### config.mk
export PLATFORM = sky130hd
export DESIGN_NAME = pll_rst_seq
export DESIGN_NICKNAME = d
export VERILOG_FILES = /design/src/rtl/pll_rst_seq.sv
export SDC_FILE = /design/constraint.sdc
export NUM_CORES = 1
export LEC_CHECK = 0
export BUFFER_PORTS_ARGS = -buffer_cell sky130_fd_sc_hd__buf_2
export CAP_MARGIN = 20
export CELL_PAD_IN_SITES_DETAIL_PLACEMENT = 1
export CELL_PAD_IN_SITES_GLOBAL_PLACEMENT = 1
export CORE_MARGIN = 2
export CORE_UTILIZATION = 49
export CTS_CLUSTER_SIZE = 12
export DETAILED_ROUTE_END_ITERATION = 8
export GPL_ROUTABILITY_DRIVEN = 1
export GPL_TIMING_DRIVEN = 0
export PLACE_DENSITY = 0.91
export SLEW_MARGIN = 10
export SYNTH_ARGS = -nofsm -noshare
export SYNTH_HDL_FRONTEND = slang
export SYNTH_SLANG_ARGS = --single-unit
### constraint.sdc
create_clock -name clkin1 -period 9.1 [get_ports clkin1]
set_clock_uncertainty 0.15 [all_clocks]
set_input_delay 0.455 -clock clkin1 [delete_from_list [all_inputs] [get_ports clkin1]]
set_output_delay 0.455 -clock clkin1 [all_outputs]
set_load 0.005 [all_outputs]
### src/rtl/pll_rst_seq.sv
// PLL supervisor and channel reset sequencer on the free-running clkin1 domain.
// Optional macro PLL_RST_SEQ_LOSS_CNT_EN adds a saturating lock-loss counter output.
module pll_rst_seq #(
  parameter int NUM_CH              = 2,
  parameter int RST_HOLD_CYCLES     = 16,
  parameter int LOCK_STABLE_CYCLES  = 1024,
  parameter int LOCK_TIMEOUT_CYCLES = 65536,
  parameter int CH_GAP_CYCLES       = 8,
  parameter int MAX_RETRY           = 3
) (
  input  logic              clkin1,
  input  logic              rst,
  input  logic              pll_lock,
  input  logic              force_relock,
  output logic              pll_rst,
  output logic [NUM_CH-1:0] ch_rst,
  output logic              all_ready,
  output logic              fail,
  output logic [2:0]        state,
  output logic [3:0]        retry_cnt
`ifdef PLL_RST_SEQ_LOSS_CNT_EN
  ,
  output logic [15:0]       loss_cnt
`endif
);

  localparam int MAX_A = (RST_HOLD_CYCLES > LOCK_STABLE_CYCLES) ? RST_HOLD_CYCLES : LOCK_STABLE_CYCLES;
  localparam int MAX_B = (LOCK_TIMEOUT_CYCLES > CH_GAP_CYCLES) ? LOCK_TIMEOUT_CYCLES : CH_GAP_CYCLES;
  localparam int MAX_P = (MAX_A > MAX_B) ? MAX_A : MAX_B;
  localparam int CNT_W = $clog2(MAX_P + 1);
  localparam int IDX_W = (NUM_CH > 1) ? $clog2(NUM_CH) : 1;

  localparam logic [CNT_W-1:0] HOLD_LAST = CNT_W'(RST_HOLD_CYCLES - 1);
  localparam logic [CNT_W-1:0] TO_LAST   = CNT_W'(LOCK_TIMEOUT_CYCLES - 1);
  localparam logic [CNT_W-1:0] STB_LAST  = CNT_W'(LOCK_STABLE_CYCLES - 1);
  localparam logic [CNT_W-1:0] GAP_LAST  = CNT_W'(CH_GAP_CYCLES - 1);
  localparam logic [IDX_W-1:0] LAST_IDX  = IDX_W'(NUM_CH - 1);
  localparam logic [3:0]       RETRY_MAX = 4'(MAX_RETRY);

  typedef enum logic [2:0] {
    S_RESET_PLL = 3'd0,
    S_WAIT_LOCK = 3'd1,
    S_STABLE    = 3'd2,
    S_RELEASE   = 3'd3,
    S_RUN       = 3'd4,
    S_FAIL      = 3'd5
  } state_t;

  state_t              state_q, state_d;
  logic [CNT_W-1:0]    cnt_q, cnt_d;
  logic [IDX_W-1:0]    idx_q, idx_d;
  logic [3:0]          retry_q, retry_d;
  logic                lock_meta_q, lock_s_q;
  logic                pll_rst_q, pll_rst_d;
  logic [NUM_CH-1:0]   ch_rst_q, ch_rst_d;
  logic                all_ready_q, all_ready_d;
  logic                fail_q, fail_d;

  // Two-flop synchroniser; only lock_s_q is ever consumed downstream.
  always_ff @(posedge clkin1 or posedge rst) begin
    if (rst) begin
      lock_meta_q <= 1'b0;
      lock_s_q    <= 1'b0;
    end else begin
      lock_meta_q <= pll_lock;
      lock_s_q    <= lock_meta_q;
    end
  end

  always_ff @(posedge clkin1 or posedge rst) begin
    if (rst) begin
      state_q     <= S_RESET_PLL;
      cnt_q       <= '0;
      idx_q       <= '0;
      retry_q     <= '0;
      pll_rst_q   <= 1'b1;
      ch_rst_q    <= '1;
      all_ready_q <= 1'b0;
      fail_q      <= 1'b0;
    end else begin
      state_q     <= state_d;
      cnt_q       <= cnt_d;
      idx_q       <= idx_d;
      retry_q     <= retry_d;
      pll_rst_q   <= pll_rst_d;
      ch_rst_q    <= ch_rst_d;
      all_ready_q <= all_ready_d;
      fail_q      <= fail_d;
    end
  end

  always_comb begin
    state_d = state_q;
    cnt_d   = cnt_q;
    idx_d   = idx_q;
    retry_d = retry_q;
    if (force_relock) begin
      state_d = S_RESET_PLL;
      cnt_d   = '0;
      idx_d   = '0;
      retry_d = '0;
    end else begin
      case (state_q)
        S_RESET_PLL: begin
          if (cnt_q == HOLD_LAST) begin
            state_d = S_WAIT_LOCK;
            cnt_d   = '0;
          end else begin
            cnt_d = cnt_q + 1'b1;
          end
        end
        S_WAIT_LOCK: begin
          if (lock_s_q) begin
            state_d = S_STABLE;
            cnt_d   = '0;
          end else if (cnt_q == TO_LAST) begin
            retry_d = retry_q + 4'd1;
            cnt_d   = '0;
            state_d = (retry_q + 4'd1 == RETRY_MAX) ? S_FAIL : S_RESET_PLL;
          end else begin
            cnt_d = cnt_q + 1'b1;
          end
        end
        S_STABLE: begin
          if (!lock_s_q) begin
            state_d = S_WAIT_LOCK;
            cnt_d   = '0;
          end else if (cnt_q == STB_LAST) begin
            // With a single channel, releasing bit 0 already completes the sequence.
            state_d = (NUM_CH == 1) ? S_RUN : S_RELEASE;
            cnt_d   = '0;
            idx_d   = '0;
            retry_d = '0;
          end else begin
            cnt_d = cnt_q + 1'b1;
          end
        end
        S_RELEASE: begin
          if (!lock_s_q) begin
            state_d = S_RESET_PLL;
            cnt_d   = '0;
            idx_d   = '0;
            retry_d = '0;
          end else if (cnt_q == GAP_LAST) begin
            cnt_d = '0;
            idx_d = idx_q + 1'b1;
            if (idx_q + 1'b1 == LAST_IDX) state_d = S_RUN;
          end else begin
            cnt_d = cnt_q + 1'b1;
          end
        end
        S_RUN: begin
          if (!lock_s_q) begin
            state_d = S_RESET_PLL;
            cnt_d   = '0;
            idx_d   = '0;
            retry_d = '0;
          end
        end
        S_FAIL: ;
        default: begin
          state_d = S_RESET_PLL;
          cnt_d   = '0;
          idx_d   = '0;
          retry_d = '0;
        end
      endcase
    end
  end

  // Outputs are decoded from the next state so they register together with it.
  always_comb begin
    pll_rst_d   = (state_d == S_RESET_PLL) || (state_d == S_FAIL);
    all_ready_d = (state_d == S_RUN);
    fail_d      = (state_d == S_FAIL);
    ch_rst_d    = '1;
    for (int i = 0; i < NUM_CH; i++) begin
      if (state_d == S_RUN)          ch_rst_d[i] = 1'b0;
      else if (state_d == S_RELEASE) ch_rst_d[i] = (i > int'(idx_d));
    end
  end

  assign pll_rst   = pll_rst_q;
  assign ch_rst    = ch_rst_q;
  assign all_ready = all_ready_q;
  assign fail      = fail_q;
  assign state     = state_q;
  assign retry_cnt = retry_q;

`ifdef PLL_RST_SEQ_LOSS_CNT_EN
  logic [15:0] loss_q;
  logic        loss_evt;

  assign loss_evt = ((state_q == S_RELEASE) || (state_q == S_RUN)) && !lock_s_q;

  // Survives force_relock on purpose; only rst clears the history.
  always_ff @(posedge clkin1 or posedge rst) begin
    if (rst)                            loss_q <= '0;
    else if (loss_evt && loss_q != '1)  loss_q <= loss_q + 16'd1;
  end

  assign loss_cnt = loss_q;
`endif

endmodule

==> results.ini <==
[synthesis]
yosys_warnings=0
netlist_area_mm2=0.00196
synth_compound_area_share_pct=22.1
syn-num-nets=228
postSynth.asyncResetShare_pct=100
synth_simple_gate_area_share_pct=27.1
synth_top_family_by_area=simple AND/OR/NAND/NOR gates
seq_area_frac_synth_pct=41.0
synth_area_per_cell_um2=8.96
yosysUniqueCellTypes=55
synth_edf_count=0
synth_flop_cell=dfrtp_1
muxShareOfSynthArea_pct=0.510
synth_fa_ha_area_share_pct=3.19
synth-xor-area-share_pct=1.78
synth_seq_cells=32
synthCells=219

[clock_network]
cts-hold-fix-buffers=0
htreeDepth=2
cts_buffers=5
cts_sinks=32
clockBufferDepth=2
root_buffer=clkbuf_8
path_clk_slew_ns=0.07
cts_tree=yes
cts_resized=0
postCtsSetupRepairBufs=0
clock_latency_ns=0.29

[floorplanning]
rows=23
placeableCoreArea_mm2=0.00391
die_h_um=67.3
io_pins=16
die_w_um=67.3
initial_core_util_pct=50.2
die_area_mm2=0.00453

[finish]
final_cells=293
areaGrowthSynthToFinish_pct=14.1
drive_gt1_share_pct=16.9
fill_cells=476
antenna_cells=0
fin_nets=251
design_area_mm2=0.00224

[placement]
port_buffers=15
dpl.cell_count=285
gp_congestion=0.851
place_hpwl_um=3870
dpl_worst_slack_ns=5.66
placed_area_mm2=0.00213

[outcome]
status=completed

[drt]
drt-total-wl_um=5330
vias_per_cell=6.13
dr.first_iter.drc_count=142
drc=0
dr.pass1.iters=4
via_count=1796
routedWlPerCell_um=18.2
ant_nets=0

[sta]
fmax_ghz=0.287
min_period_over_period_pct=38.2
final_hold_viol_count=0
worstMarginPinSlew_ns=0.731
rsz0062_at_grt=false
slew_violations=0
relSlewSlack_pct=51.2
fin_ws_ns=5.62
min_period_ns=3.48
finalSetupTns_ns=0
final-setup-viol-count=0

[power_and_ir_drop]
p_per_area_mw_per_mm2=149
p_leak_nw=0.994
ir_drop_uv=103

[global_routing]
grt-ovfl-total=0
antenna_found_initial=0
grt_max_degree=18
grt_pass1_wl_um=9260
grt_usage_pct=27.6
grt_pass1_vias=1888

[critical_path]
worstPathArrival_ns=3.56
critPathSlowestCell=dfrtp_1
required_ns=9.19
worstSetupPathType=flop to flop
startpoint_type=flop
crit_fanout=10
max_stage_delay_ns=0.42
path_cells=ha_1 > nand3_1 > or3_1 > buf_2 > nor2_1 > and3_1 > ha_1 > nand2_1 > a211oi_1 > nand3_1 > and3_1 > and3_4 > o21ba_1
end_kind=flop

[hold_path]
hold_class=primary input to flop

[flow_run]
max_cap_violations=0

-- cells by family (layout without fill, tap and decap cells) --
kind of cell / count (synthesis) / after routing
buffers and inverters: 20 / 44
muxes: 1 / 1
adders and majority gates: 5 / 5
DFF: 32 / 32
and+or+nand+nor: 96 / 96
xor gates and xnor gates: 4 / 4
AOI/OAI and AO/OA: 61 / 61
-- layer usage --
metal | GRT usage [%] | part of all wire (%)
met5 | 0 | 0
met4 | 7.65 | 1.0
met3 | 5.33 | 3.4
met1 | 33.4 | 44
met2 | 49.6 | 51
-- cells in the mapped netlist (3+ instances only) --
master	number	area share, %
xor2_1	3	1.3
dfrtp_1	29	37
dfstp_2	3	4.0
a22o_1	3	1.3
nand2_1	23	4.4
o211ai_1	3	1.1
or3_1	3	0.96
nor4_2	3	1.9
nor4_1	5	1.6
a31oi_1	7	2.2
clkbuf_1	6	1.1
a21oi_1	13	3.3
nor2_1	14	2.7
inv_1	11	2.1
o21ai_0	11	2.8
nand2b_1	4	1.3
nor3_1	6	1.5
ha_1	5	3.2
and3_1	6	1.9
a21o_1	3	1.1
nand4_1	4	1.3
nand3_1	15	3.8
-- state kept, by name (all words and copies together) (netlist names) --
| name | flops |
|---|---|
| all_ready | 1 |
| ch_rst | 2 |
| cnt_q | 17 |
| fail | 1 |
| idx_q | 1 |
| lock_meta_q | 1 |
| lock_s_q | 1 |
| pll_rst | 1 |
| retry_cnt | 4 |
| state | 3 |
-- worst max-delay path: cells and delay by family (launching register included) --
kind	cells	cell delay (ns)
buffers and inverters	1	0.19
AND/OR/NAND/NOR	8	1.63
adder cells (fa/ha/maj)	2	0.53
flip-flops	1	0.42
AO/OA/AOI/OAI	2	0.51
-- path summary, 6_finish.rpt --
path	start	end	slack [ns]	depth (start not counted)
min in group asynchronous	rst	lock_meta_q$_DFF_PP0_	0.13	2
worst min-delay path	pll_lock	lock_meta_q$_DFF_PP0_	0.12	1
worst min register to register	lock_meta_q$_DFF_PP0_	lock_s_q$_DFF_PP0_	0.21	0
worst max register to register	cnt_q[0]$_DFFE_PP0P_	ch_rst[1]$_DFF_PP1_	5.62	13
max in group asynchronous	rst	ch_rst[1]$_DFF_PP1_	8.06	3
worst max-delay path	cnt_q[0]$_DFFE_PP0P_	ch_rst[1]$_DFF_PP1_	5.62	13
-- report_power, final --
group | leakage, nW | switching (mW) | internal [mW]
combinational | 0.512 | 0.0189 | 0.0155
sequential | 0.428 | 0.0107 | 0.150
clock | 0.0541 | 0.0572 | 0.0810
total | 0.994 | 0.0867 | 0.246
-- cell usage in the layout (no fill, tap or decap), types with 3 or more instances in the layout --
master,netlist,layout
nor2_1,14,14
clkbuf_8,0,5
ha_1,5,5
nand2b_1,4,4
and3_1,6,6
a21o_1,3,3
xor2_1,3,3
inv_1,11,11
dfstp_2,3,3
nor4_2,3,3
nor3_1,6,6
a22o_1,3,3
or3_1,3,3
nor4_1,5,5
nand4_1,4,4
o211ai_1,3,3
nand2_1,23,23
a21oi_1,13,13
nand3_1,15,15
o21ai_0,11,11
clkbuf_1,6,6
buf_2,2,17
a31oi_1,7,7
dfrtp_1,29,29
-- cell type report --
| type | instances | area (µm²) | area share (%) |
|---|---|---|---|
| tap | 50 | 62.6 | 2.79 |
| multi-input combinational | 167 | 1070 | 47.9 |
| timing repair buffer | 16 | 103 | 4.58 |
| inverter | 11 | 41.3 | 1.84 |
| sequential | 32 | 805 | 35.9 |
| clock inverter | 3 | 42.5 | 1.90 |
| clock buffer | 5 | 68.8 | 3.07 |
| buffer | 9 | 43.8 | 1.96 |
-- metrics by stage --
stage / hold slack, ns / total power, mW / utilization, %
after floorplan: 0.181 / 0.185 / -
after global placement: 0.183 / 0.194 / 53.7
after detailed placement: 0.199 / 0.198 / 54.4
after CTS: 0.120 / 0.335 / 57.2
after global routing: 0.107 / 0.350 / 57.2
final: 0.122 / 0.333 / 57.2
Note: power is estimated with default switching activity, not from simulation.
